`src/rtl/ks_add_pkg.sv`:
```
// Shared constants and state encodings for the multi-word
// Kogge-Stone add/subtract sequencer.
package ks_add_pkg;

    localparam int WORD_W    = 32;
    localparam int MAX_WORDS = 16;

    typedef enum logic [1:0] {
        ST_IDLE = 2'd0,
        ST_RUN  = 2'd1,
        ST_DONE = 2'd2
    } state_t;

endpackage

```
`src/rtl/kogge_stone_adder.sv`:
```
// 32-bit Kogge-Stone parallel-prefix adder with carry-in.
// Carry-in is folded into bit 0 generate so the prefix tree yields all carries.
module kogge_stone_adder
    import ks_add_pkg::*;
(
    input  logic [WORD_W-1:0] A,
    input  logic [WORD_W-1:0] B,
    input  logic              Cin,
    output logic [WORD_W-1:0] sum,
    output logic              Cout
);

    logic [WORD_W-1:0] p0;
    logic [WORD_W-1:0] g;
    logic [WORD_W-1:0] p;
    logic [WORD_W-1:0] g_n;
    logic [WORD_W-1:0] p_n;

    // Log2(32)=5 prefix levels; g[i] ends up as the carry out of bit i.
    always_comb begin
        p0     = A ^ B;
        g      = A & B;
        g[0]   = g[0] | (p0[0] & Cin);
        p      = p0;
        g_n    = g;
        p_n    = p;
        for (int k = 0; k < 5; k++) begin
            g_n = g;
            p_n = p;
            for (int i = 0; i < WORD_W; i++) begin
                if (i >= (1 << k)) begin
                    g_n[i] = g[i] | (p[i] & g[i - (1 << k)]);
                    p_n[i] = p[i] & p[i - (1 << k)];
                end
            end
            g = g_n;
            p = p_n;
        end
    end

    assign sum  = p0 ^ {g[WORD_W-2:0], Cin};
    assign Cout = g[WORD_W-1];

endmodule

```
`src/rtl/ks_multiword_adder_seq.sv`:
```
// Multi-precision add/subtract: streams WORDS 32-bit slices, LSW first,
// through one Kogge-Stone adder, chaining the carry through a register.
module ks_multiword_adder_seq
    import ks_add_pkg::*;
#(
    parameter int WORDS = 4
) (
    input  logic                      clk,
    input  logic                      rst,
    input  logic                      in_valid,
    output logic                      in_ready,
    input  logic                      op_sub,
    input  logic [WORDS*WORD_W-1:0]   A,
    input  logic [WORDS*WORD_W-1:0]   B,
    input  logic                      Cin,
    output logic                      out_valid,
    input  logic                      out_ready,
    output logic [WORDS*WORD_W-1:0]   sum,
    output logic                      Cout
);

    localparam int DW = WORDS * WORD_W;
    localparam int IW = (WORDS > 1) ? $clog2(WORDS) : 1;
    localparam logic [IW-1:0] LAST = IW'(WORDS - 1);

    state_t          state_q, state_d;
    logic [IW-1:0]   idx_q, idx_d;
    logic [DW-1:0]   a_q, a_d;
    logic [DW-1:0]   b_q, b_d;
    logic            carry_q, carry_d;
    logic [DW-1:0]   sum_q, sum_d;
    logic            cout_q, cout_d;

    logic [WORD_W-1:0] add_a;
    logic [WORD_W-1:0] add_b;
    logic [WORD_W-1:0] add_sum;
    logic              add_cout;

    assign add_a = a_q[idx_q*WORD_W +: WORD_W];
    assign add_b = b_q[idx_q*WORD_W +: WORD_W];

    kogge_stone_adder u_add (
        .A    (add_a),
        .B    (add_b),
        .Cin  (carry_q),
        .sum  (add_sum),
        .Cout (add_cout)
    );

    // Next-state: accept (B inverted and carry forced to 1 for subtract),
    // slice-by-slice run, then hold the result until consumed.
    always_comb begin
        state_d = state_q;
        idx_d   = idx_q;
        a_d     = a_q;
        b_d     = b_q;
        carry_d = carry_q;
        sum_d   = sum_q;
        cout_d  = cout_q;
        unique case (state_q)
            ST_IDLE: begin
                if (in_valid) begin
                    a_d     = A;
                    b_d     = op_sub ? ~B : B;
                    carry_d = op_sub ? 1'b1 : Cin;
                    idx_d   = '0;
                    state_d = ST_RUN;
                end
            end
            ST_RUN: begin
                sum_d[idx_q*WORD_W +: WORD_W] = add_sum;
                carry_d = add_cout;
                if (idx_q == LAST) begin
                    cout_d  = add_cout;
                    state_d = ST_DONE;
                end else begin
                    idx_d = idx_q + IW'(1);
                end
            end
            ST_DONE: begin
                if (out_ready) state_d = ST_IDLE;
            end
            default: state_d = ST_IDLE;
        endcase
    end

    // State and datapath registers, cleared by asynchronous reset.
    always_ff @(posedge clk or posedge rst) begin
        if (rst) begin
            state_q <= ST_IDLE;
            idx_q   <= '0;
            a_q     <= '0;
            b_q     <= '0;
            carry_q <= 1'b0;
            sum_q   <= '0;
            cout_q  <= 1'b0;
        end else begin
            state_q <= state_d;
            idx_q   <= idx_d;
            a_q     <= a_d;
            b_q     <= b_d;
            carry_q <= carry_d;
            sum_q   <= sum_d;
            cout_q  <= cout_d;
        end
    end

    assign in_ready  = (state_q == ST_IDLE) && !rst;
    assign out_valid = (state_q == ST_DONE);
    assign sum       = sum_q;
    assign Cout      = cout_q;

endmodule

```
`config.mk`:
```
export PLATFORM = sky130hd
export DESIGN_NAME = ks_multiword_adder_seq
export DESIGN_NICKNAME = d
export VERILOG_FILES = /design/src/rtl/ks_add_pkg.sv /design/src/rtl/kogge_stone_adder.sv /design/src/rtl/ks_multiword_adder_seq.sv
export SDC_FILE = /design/constraint.sdc
export NUM_CORES = 1
export LEC_CHECK = 0
export BUFFER_PORTS_ARGS = -buffer_cell sky130_fd_sc_hd__buf_2
export CORE_MARGIN = 8
export CORE_UTILIZATION = 48
export DETAILED_ROUTE_END_ITERATION = 12
export PLACE_DENSITY = 0.83
export SETUP_SLACK_MARGIN = 0.02
export SLEW_MARGIN = 20
export SYNTH_ARGS = -nofsm -noshare
export SYNTH_HDL_FRONTEND = slang
export SYNTH_HIERARCHICAL = 1
export SYNTH_SLANG_ARGS = --single-unit
```
`constraint.sdc`:
```
create_clock -name clk -period 11.55 [get_ports clk]
set_input_delay 1.155 -clock clk [delete_from_list [all_inputs] [get_ports clk]]
set_output_delay 1.155 -clock clk [all_outputs]
set_load 0.05 [all_outputs]
```
Word level (Yosys, flattened, before mapping)
Cells that the tools add are included.
{ "op_classes": {"add_sub_neg": 2, "reduce_logical": 9, "shifts": 4, "bitwise": 362, "n_eq_ne": 7, "muxes": 12} }
{ "op_table": {"columns": ["op", "count"], "rows": [
  ["indexed part select 128 x 8 -> 32 bit", 2],
  ["bitwise AND 1 bit", 228],
  ["bitwise OR 1 bit", 130],
  ["bitwise mux 128 bit", 1],
  ["2-to-1 mux 128 bit", 1],
  ["inverter 128 bit", 1],
  ["variable shift 32 x 34 -> 128 bit (first input constant)", 1],
  ["indexed part select 32 x 34 -> 128 bit", 1],
  ["bitwise XOR 32 bit", 2],
  ["negator 7 -> 34 bit", 1],
  ["bitwise AND 32 bit", 1],
  ["2-to-1 mux 2 bit", 5],
  ["!= test 2 bit (second input constant)", 3],
  ["case mux 2 bit (3 select lines)", 1],
  ["AND reduction 2 bit", 3],
  ["AND reduction 3 bit", 2],
  ["== test 2 bit (second input constant)", 2],
  ["case mux 2 bit (2 select lines)", 1],
  ["adder 2 x 1 -> 2 bit (second input constant)", 1],
  ["== test 2 x 1 -> 1 bit (second input constant)", 1],
  ["zero test 2 bit", 1],
  ["2-to-1 mux 1 bit", 2],
  ["!= test 2 x 1 -> 1 bit (second input constant)", 1],
  ["case mux 1 bit (2 select lines)", 1],
  ["other kinds (3)", 3]
]} }
{ "totals": {"word_cells": 403, "out_inout_bits": 131, "reg_bits": 390, "inputBits": 262} }

Depth between registers and ports, before layout
Gate-level depths: netlist (run 1).
{ "depth": {"word_depth": 15, "depth_mapped": 16, "ltp_nobuf": 12} }

By module
Netlist (run 1), hierarchy kept.
{ "by_module_without_submodules": {"columns": ["mod", "area_per_inst_um2", "cells_per_inst", "instances"], "rows": [
  ["ks_multiword_adder_seq", 16841.2, 1239, 1],
  ["kogge_stone_adder", 2019.4, 276, 1]
]} }

Worst setup path after synthesis (run 1)
OpenSTA, ideal clock, no wires.
{ "synth_path": {"kind": "reg-to-reg", "startpoint": "register idx_q[0]", "endpoint": "register carry_q", "slack_ns": 7.525, "t_required_ns": 11.429, "stages_incl_launch_ff": 16, "path_buffers": 3, "t_arrival_ns": 3.903, "path_cell_list": "dfrtp_1 -> buf_2 -> buf_4 -> buf_4 -> mux4_2 -> fa_1 -> fa_1 -> a21o_1 -> a221oi_2 -> a221oi_2 -> o21ai_2 -> nand3_1 -> a221o_1 -> inv_1 -> a21oi_1 -> o22a_1"} }
{ "synth_between": {"elab_chain_len": 15} }
{ "synth_rtl": {"columns": ["item", "line_no", "rtl"], "rows": [
  ["from (decl)", "ks_multiword_adder_seq.sv:27", "logic [IW-1:0] idx_q, idx_d;"],
  ["from (signal assigned)", "ks_multiword_adder_seq.sv:99", "idx_q <= idx_d;"],
  ["indexed part select 128 x 8 -> 32 bit *", "ks_multiword_adder_seq.sv:39", "assign add_a = a_q[idx_q*WORD_W +: WORD_W];"],
  ["named net add_a[0]", "ks_multiword_adder_seq.sv:34", "logic [WORD_W-1:0] add_a;"],
  ["bitwise XOR 32 bit", "kogge_stone_adder.sv:21", "p0 = A ^ B;"],
  ["bitwise AND 1 bit", "kogge_stone_adder.sv:23", "g[0] = g[0] | (p0[0] & Cin);"],
  ["bitwise OR 1 bit *", "kogge_stone_adder.sv:23", null],
  ["bitwise AND 1 bit *", "kogge_stone_adder.sv:32", "g_n[i] = g[i] | (p[i] & g[i - (1 << k)]);"],
  ["bitwise OR 1 bit *", "kogge_stone_adder.sv:32", null],
  ["bitwise AND 1 bit *", "kogge_stone_adder.sv:32", null],
  ["bitwise OR 1 bit *", "kogge_stone_adder.sv:32", null],
  ["bitwise AND 1 bit *", "kogge_stone_adder.sv:32", null],
  ["bitwise OR 1 bit *", "kogge_stone_adder.sv:32", null],
  ["bitwise AND 1 bit *", "kogge_stone_adder.sv:32", null],
  ["bitwise OR 1 bit *", "kogge_stone_adder.sv:32", null],
  ["bitwise AND 1 bit *", "kogge_stone_adder.sv:32", null],
  ["bitwise OR 1 bit *", "kogge_stone_adder.sv:32", null],
  ["named net add_cout", "ks_multiword_adder_seq.sv:37", "logic add_cout;"],
  ["case mux 1 bit (2 select lines) *", "ks_multiword_adder_seq.sv:60", "unique case (state_q)"],
  ["to (signal assigned)", "ks_multiword_adder_seq.sv:102", "carry_q <= carry_d;"],
  ["to (decl)", "ks_multiword_adder_seq.sv:30", "logic carry_q, carry_d;"]
]} }
The timed path passes the listed nets; every way through them passes the cells marked *.
A chain may end at the register's enable or synchronous reset.

Worst setup path in the final report (run 1)
{ "layout_path": {"startpoint": "register idx_q[1]", "endpoint": "register carry_q"} }
{ "layout_between": {"elab_chain_len": 15} }
{ "layout_rtl": {"columns": ["item", "line_no", "rtl"], "rows": [
  ["indexed part select 128 x 8 -> 32 bit *", "ks_multiword_adder_seq.sv:40", "assign add_b = b_q[idx_q*WORD_W +: WORD_W];"],
  ["named net add_b[0]", "ks_multiword_adder_seq.sv:35", "logic [WORD_W-1:0] add_b;"],
  ["bitwise XOR 32 bit", "kogge_stone_adder.sv:21", null],
  ["bitwise AND 1 bit", "kogge_stone_adder.sv:23", null],
  ["bitwise OR 1 bit *", "kogge_stone_adder.sv:23", null],
  ["bitwise AND 1 bit *", "kogge_stone_adder.sv:32", null],
  ["bitwise OR 1 bit *", "kogge_stone_adder.sv:32", null],
  ["bitwise AND 1 bit *", "kogge_stone_adder.sv:32", null],
  ["bitwise OR 1 bit *", "kogge_stone_adder.sv:32", null],
  ["bitwise AND 1 bit *", "kogge_stone_adder.sv:32", null],
  ["bitwise OR 1 bit *", "kogge_stone_adder.sv:32", null],
  ["bitwise AND 1 bit *", "kogge_stone_adder.sv:32", null],
  ["bitwise OR 1 bit *", "kogge_stone_adder.sv:32", null],
  ["bitwise AND 1 bit *", "kogge_stone_adder.sv:32", null],
  ["bitwise OR 1 bit *", "kogge_stone_adder.sv:32", null],
  ["named net add_cout", "ks_multiword_adder_seq.sv:37", null],
  ["case mux 1 bit (2 select lines) *", "ks_multiword_adder_seq.sv:60", null]
]} }
Marked as above.

==> results of run 1 <==
## state kept, by name (all words and copies together), names as in the netlist
name	flops
a_q	128
b_q	128
sum	128
idx_q	2
state_q	2
Cout	1
carry_q	1
## cells by family after synthesis
family,count (synthesis),share of synthesized area
adder cells (fa/ha/maj),38,0.0260
multiplexers,193,0.153
XOR/XNOR,152,0.0706
AO/OA/AOI/OAI,369,0.137
AND/OR/NAND/NOR,247,0.0620
flip-flops,390,0.517
buffers and inverters,126,0.0336
## per-layer routing
layer	track usage	part of all wire
met2	0.379	0.47
met5	0	0.00079
met4	0.0683	0.023
met3	0.0532	0.072
met1	0.324	0.43
## final timing paths
kind                       startpoint  endpoint  slack (ps)  cells after the start
max                          idx_q[1]   carry_q        6520                     13
min                            a_q[1]    a_q[1]         490                      1
max reg2reg                  idx_q[1]   carry_q        6520                     13
min reg2reg                    a_q[1]    a_q[1]         490                      1
max in group asynchronous         rst  b_q[102]        9230                      4
min in group asynchronous         rst   sum[15]         950                      3
## layout make-up
type,instances,area (µm²)
timing repair buffer,407,2100
clock inverter,11,211
antenna,3,7.51
fill,3122,16200
sequential,390,9770
inverter,10,41.3
multi-input combinational,999,8470
tap,518,648
clock buffer,61,1250
## worst register-to-register path: cells and delay by family, from the launching register on
kind	cells	cell delay [ps]
buf+inv	2	810
compound gates	7	1780
simple gates	1	110
fa+ha+maj	2	900
mux	1	690
flops	1	620
## layout by cell type (no fill, tap or decap), types with 4 or more instances in the layout
cell type  Yosys  layout
clkbuf_8       0      11
o21ai_2        4       4
nor3_1         5       5
buf_2         78     391
nand3_1       14      14
a21oi_1      162     162
xnor2_1      138     138
nor2_1       149     149
xor2_1        14      14
o211ai_1       4       4
clkbuf_16      0      43
mux4_2        64      64
a22o_1       128     128
bufinv_16      0       6
buf_4         17      12
ha_1          36      36
o21ai_1        7       7
inv_1         10       9
nand4_1       12      12
nand2_1       31      31
o21a_1         4       4
mux2_2       126     126
o21ai_0        7       7
clkbuf_1      19       7
a21o_1        18      18
dfrtp_1      390     388
## through the flow
stage / hold slack (ps) / area, µm²
2_1_floorplan: 453 / 18900
3_3_place_gp: 464 / 21000
3_5_place_dp: 476 / 21000
4_1_cts: 489 / 22500
5_1_grt: 511 / 22500
6_report: 488 / 22500
==> impl_metrics.yaml, run 1 <==
outcome:
  outcome: "finished, final reports clean"
global_route:
  antenna_found_initial: 6
  grt_start_max_net_pins: 158
  grt_usage: 0.238
  overflow: 0
  grt_pass1_wl_um: 86200
  grt_pass1_vias: 14330
floorplan:
  io_pins: 393
  rows: 72
  die-area_um2: 45900
  core_area_um2: 38700
  chipWidth_um: 214
  die_h_um: 214
  start_util: 0.487
worst_setup_path:
  arrival_ps: 5460
  crit_fanout: 48
  critPathRequiredTime_ps: 11980
  startpoint_type: "register"
  cp-end-kind: "register"
  path_buf_inv: 2
  max_stage_delay_ps: 730
  critPathTopFamily: "compound AO/OA/AOI/OAI gates"
  critical_path_class: "reg2reg"
  cp_cell_sequence: "buf_4, mux4_2, fa_1, fa_1, a21o_1, a221oi_2, a221oi_2, o21ai_2, nand3_1, a221o_1, inv_1, a21oi_1, o22a_1"
  cpMaxStageDelayCell: "buf_4"
final_layout:
  layout.cells.non_filler: 2399
  area_growth_pct: 19.3
  drive_gt1_frac: 0.368
  nNetsFinal: 2149
  final_util: 0.581
timing:
  final.period_utilization: 0.435
  drv_slew: 0
  worstMarginPinSlew_ps: 1040
  slew_headroom: 0.308
  period_needed_ps: 5030
  rsz0062_at_grt: "no"
  skew_ps: 10.1
  setup_slack_ps: 6520
  hold_violations: 0
  setup_violations: 0
  finalSetupTns_ps: 0
  max_freq_mhz: 199
clock_tree:
  cts_buffers: 41
  worstSkewPairLatency_ps: 540
  numClockSinks: 390
  cts_setup_buffers: 0
  cts_resized: 0
  ctsLongestPathBuffers: 3
  htreeDepth: 2
  holdBufCountCts: 0
  cts_tree: "done"
  clkTransAtPathRegs_ps: 60
  root_buffer: "clkbuf_16"
drt:
  final_antenna_net_count: 0
  via_count: 13724
  wl_per_cell_um: 23.2
  routed_via_density: 5.72
  drc: 0
  drt_pass1_iterations: 5
  wirelength_um: 55800
  dr.first_iter.drc_count: 1279
yosys:
  synthTopCellsByArea: "dfrtp_1, mux4_2, mux2_2, xnor2_1, a22o_1"
  synth_area_um2: 18900
  synth_top_area_frac: 0.517
  yosysUniqueCellTypes: 70
  synth-edff-count: 0
  yosysMostFrequentCell: "dfrtp_1"
  syn_inst: 1515
  syn_avg_cell_area_um2: 12.4
  async_reset_ff_frac: 1.00
  synth_fp_nets: 1815
  ys_seq_elements: 390
  ys_top_cells_by_count: "dfrtp_1, a21oi_1, nor2_1"
  synth_seq_area_share: 0.517
  synth_flop_cell: "dfrtp_1"
  ys_warn_count: 6
  yosys.area.top_type: "dfrtp_1"
worst_hold_path:
  hp-class: "reg2reg"
placed_design:
  pre_cts_ws_ps: 6590
  place_inst: 2324
  post-dp-hpwl_um: 40800
  place.gp.congestion: 0.840
  portBuffers: 392
flow_run:
  max-cap-violations: 0
Power of run 1 is left out: the tool's default activity adds up to more than one toggle a clock period on the data nets, which glitch-free logic cannot reach.
==> run 2: changes to the inputs <==
clock period = 4.4 ns   (was 11.55 ns; I/O delays follow)
==> impl_metrics.yaml, run 2 (same netlist as run 1, synthesis figures left out) <==
drt:
  dr.first_iter.drc_count: 1147
  wirelength_um: 55100
  via_count: 13947
  final_antenna_net_count: 0
  drc: 0
  routed_via_density: 5.76
  wl_per_cell_um: 22.8
  drt_pass1_iterations: 7
global_route:
  antenna_found_initial: 9
  grt_usage: 0.234
  grt_pass1_vias: 14691
  grt_pass1_wl_um: 86100
  grt_start_max_net_pins: 217
  overflow: 0
worst_setup_path:
  cp_cell_sequence: "mux4_2, fa_1, fa_1, a21o_1, a221oi_4, a221oi_2, o21ai_2, nand3_1, a221o_1, inv_1, a21oi_1, o22a_1"
  max_stage_delay_ps: 560
  rr_startpoint: "idx_q[0]"
  critPathTopFamily: "compound AO/OA/AOI/OAI gates"
  reg2reg_slack_ps: 400
  critPathRequiredTime_ps: 4830
  timing.rr.end: "carry_q"
  crit_fanout: 13
  cp-end-kind: "register"
  worstRegToRegCells: 12
  critPathMostFrequentCell: "fa_1"
  arrival_ps: 4430
  critical_path_class: "reg2reg"
  path_buf_inv: 1
  startpoint_type: "register"
  cpMaxStageDelayCell: "mux4_2"
  worstSetupStartpoint: "idx_q[0]"
  crit_cells: 12
  endpoint: "carry_q"
final_layout:
  nNetsFinal: 2166
  final_common_cell: "buf_2"
  regArea_um2: 9770
  nFillCells: 3079
  area_growth_pct: 19.5
  drive_gt1_frac: 0.373
  final_cell_mix: "buf_2, dfrtp_1, a21oi_1"
  multi_input_area_um2: 8480
outcome:
  outcome: "finished, final reports clean"
timing:
  hold_violations: 0
  setup_violations: 0
  slew_headroom: 0.353
  rsz0062_at_grt: "no"
  period_needed_ps: 4000
  worstMarginPinSlew_ps: 971
  skew_ps: 14.8
  final.period_utilization: 0.909
  max_freq_mhz: 250
  drv_slew: 0
  finalSetupTns_ps: 0
placed_design:
  portBuffers: 392
  post-dp-hpwl_um: 40900
  place.gp.congestion: 0.879
clock_tree:
  ctsLongestPathBuffers: 3
  clkTransAtPathRegs_ps: 60
  numClockSinks: 390
  root_buffer: "clkbuf_16"
  htreeDepth: 2
  cts_buffers: 41
  cts_tree: "done"
  worstSkewPairLatency_ps: 560
floorplan:
  die-area_um2: 45900
  chipWidth_um: 214
  rows: 72
  core_area_um2: 38700
  start_util: 0.487
  die_h_um: 214
  io_pins: 393
worst_hold_path:
  hp-class: "in2async"
flow_run:
  max-cap-violations: 0
==> run 2: worst register-to-register path: stages, from the launching register on <==
cell and delay, ps:
dfrtp_4 550, mux4_2 560, fa_1 520, fa_1 430, a21o_1 240, a221oi_4 380
a221oi_2 160, o21ai_2 270, nand3_1 110, a221o_1 330, inv_1 70, a21oi_1 60
o22a_1 190
==> run 2: what timing repair did <==
item / CTS / global route
buffers inserted: 0 / 0
hold buffers: 0 / 0
gates resized for setup: 0 / 1
endpoints found under the setup margin: 0 / 3
==> run 2: layout make-up <==
cell class	count	share of cell area
Sequential cell	390	0.433
Multi-Input combinational cell	999	0.376
Timing Repair Buffer	424	0.101
Clock buffer	59	0.0544
Tap cell	518	0.0288
Clock inverter	14	0.00355
Inverter	10	0.00183
Antenna cell	6	0.000666
==> run 2: metrics by stage <==
stage           util  instance area, µm²  hold WS (ps)  cells  setup slack (ps)
2_1_floorplan      -               18900           453   1515             -1290
3_3_place_gp   0.547               21200           464   2341               316
3_5_place_dp   0.547               21200           481   2341               272
4_1_cts        0.581               22500          75.6   2414               256
5_1_grt        0.582               22500          96.9   2420               133
6_report       0.582               22500          88.2   2420               402
==> run 2: worst min-delay path by stage <==
stage          startpoint       to  slack, ps  cells after the start
3_3_place_gp         Cout     Cout        460                      2
6_report              rst  sum[39]         90                      2
3_5_place_dp      sum[67]  sum[67]        480                      1
4_1_cts               rst   sum[5]         80                      2
2_1_floorplan      a_q[0]   a_q[0]        450                      1
5_1_grt             A[44]  a_q[44]        100                      2
==> run 2: metal layers <==
metal / wire length (µm) / vias to the layer above / global-route usage
met5: 35 / - / 0
li1: - / 6222 / -
met4: 1380 / 6 / 0.0729
met1: 24000 / 7076 / 0.319
met2: 25900 / 548 / 0.373
met3: 3770 / 95 / 0.0504
Power of run 2 is left out for the same reason.
==> run 3: changes to the inputs <==
CELL_PAD_IN_SITES_DETAIL_PLACEMENT = 0   (was default)
CELL_PAD_IN_SITES_GLOBAL_PLACEMENT = 2   (was default)
CORE_UTILIZATION = 33   (was 48)
PLACE_DENSITY = 0.85   (was 0.83)
==> impl_metrics.yaml, run 3 (same netlist as run 1, synthesis figures left out) <==
worst_setup_path:
  rr_startpoint: "idx_q[1]"
  critPathMostFrequentCell: "fa_1"
  cp-end-kind: "register"
  arrival_ps: 4630
  critPathRequiredTime_ps: 4900
  crit_fanout: 12
  timing.rr.end: "sum[62]"
  critical_path_class: "reg2reg"
  reg2reg_slack_ps: 270
  cp_cell_sequence: "mux4_2, fa_1, fa_1, a21o_1, a221oi_2, o22ai_2, o21ai_2, nand2b_1, a311oi_2, a22o_1"
  startpoint_type: "register"
  max_stage_delay_ps: 560
  cpMaxStageDelayCell: "mux4_2"
  worstRegToRegCells: 10
timing:
  hold_violations: 0
  skew_ps: 13.2
  final.period_utilization: 0.938
  worstMarginPinSlew_ps: 1020
  finalSetupTns_ps: 0
  setup_violations: 0
  rsz0062_at_grt: "no"
  slew_headroom: 0.317
  drv_slew: 0
  period_needed_ps: 4130
  setup_slack_ps: 272
  max_freq_mhz: 242
clock_tree:
  numClockSinks: 390
  ctsLongestPathBuffers: 3
  htreeDepth: 2
  root_buffer: "clkbuf_16"
  cts_buffers: 43
  clkTransAtPathRegs_ps: 60
  worstSkewPairLatency_ps: 570
  cts_tree: "done"
floorplan:
  die-area_um2: 65100
  chipWidth_um: 255
  die_h_um: 255
  core_area_um2: 56500
  start_util: 0.334
  rows: 87
  io_pins: 393
placed_design:
  portBuffers: 392
  pre_cts_ws_ps: 252
  place_inst: 2570
  place.gp.congestion: 0.853
  post-dp-hpwl_um: 43600
final_layout:
  drive_gt1_frac: 0.371
  layout.cells.non_filler: 2652
  regArea_um2: 9770
  nNetsFinal: 2161
  final_cell_mix: "buf_2, dfrtp_1, a21oi_1"
  nFillCells: 5330
  final_common_cell: "buf_2"
  area_growth_pct: 21.5
  multi_input_area_um2: 8470
drt:
  routed_via_density: 5.08
  dr.first_iter.drc_count: 873
  wirelength_um: 58100
  drc: 0
  via_count: 13478
  drt_pass1_iterations: 5
  final_antenna_net_count: 0
  wl_per_cell_um: 21.9
worst_hold_path:
  min_from: "out_ready"
  hp-class: "in2reg"
  hold_end: "state_q[1]"
  hold_depth: 2
global_route:
  grt_usage: 0.175
  grt_pass1_wl_um: 87900
  grt_pass1_vias: 14158
  grt_start_max_net_pins: 177
  overflow: 0
  antenna_found_initial: 7
flow_run:
  max-cap-violations: 0
outcome:
  outcome: "finished, final reports clean"
==> run 3: cell types whose count changed in the layout (fill, tap and decap cells not counted), moves of 2 or more <==
cell,change
buf_4,-11
buf_12,+2
bufinv_16,+2
clkinv_2,-2
diode_2,-2
==> run 3: repair_timing <==
action,in CTS,in global routing
hold endpoints to repair,0,22
buffers inserted,0,0
gates resized for setup,0,1
setup endpoints to repair,0,2
hold buffers,0,1
==> run 3: critical path: cells and delay by family, from the launching register on <==
family	cells	cell delay, ps
AOI/OAI and AO/OA	6	1890
adders and majority gates	2	910
DFF	1	550
muxes	1	560
and+or+nand+nor	1	140
==> run 3: routing by layer <==
metal,track usage,vias up,wire length (µm),share of wire
met5,0,-,12,0.00021
met4,0.0395,2,983,0.017
met3,0.0359,62,3440,0.059
met2,0.278,404,27400,0.47
met1,0.245,6781,26300,0.45
li1,-,6229,-,-
==> run 3: cell type report <==
cell class | count | share of cell area
tap | 756 | 0.0413
clock buffer | 61 | 0.0548
clock inverter | 15 | 0.00644
sequential | 390 | 0.426
timing repair buffer | 417 | 0.0994
inverter | 10 | 0.00180
multi-input combinational | 999 | 0.370
antenna | 4 | 0.000437
==> run 3: stage by stage <==
| stage | hold WS [ps] | instance area [µm²] | util |
|---|---|---|---|
| finish | 66.9 | 22900 | 0.406 |
| global route | 42.7 | 22900 | 0.406 |
| CTS | 28.2 | 22900 | 0.405 |
| detailed placement | 468 | 21500 | 0.380 |
| global placement | 468 | 21500 | 0.380 |
| floorplan | 453 | 18900 | - |
==> run 3: worst max-delay path by stage <==
stage,cells past startpoint,endpoint,startpoint,slack (ps)
3_3_place_gp,12,carry_q,idx_q[1],290
6_report,10,sum[62],idx_q[1],270
4_1_cts,10,sum[62],idx_q[1],220
2_1_floorplan,1,Cout,rst,-1290
3_5_place_dp,10,sum[62],idx_q[1],250
5_1_grt,10,sum[94],idx_q[1],80
Power of run 3 is left out for the same reason.
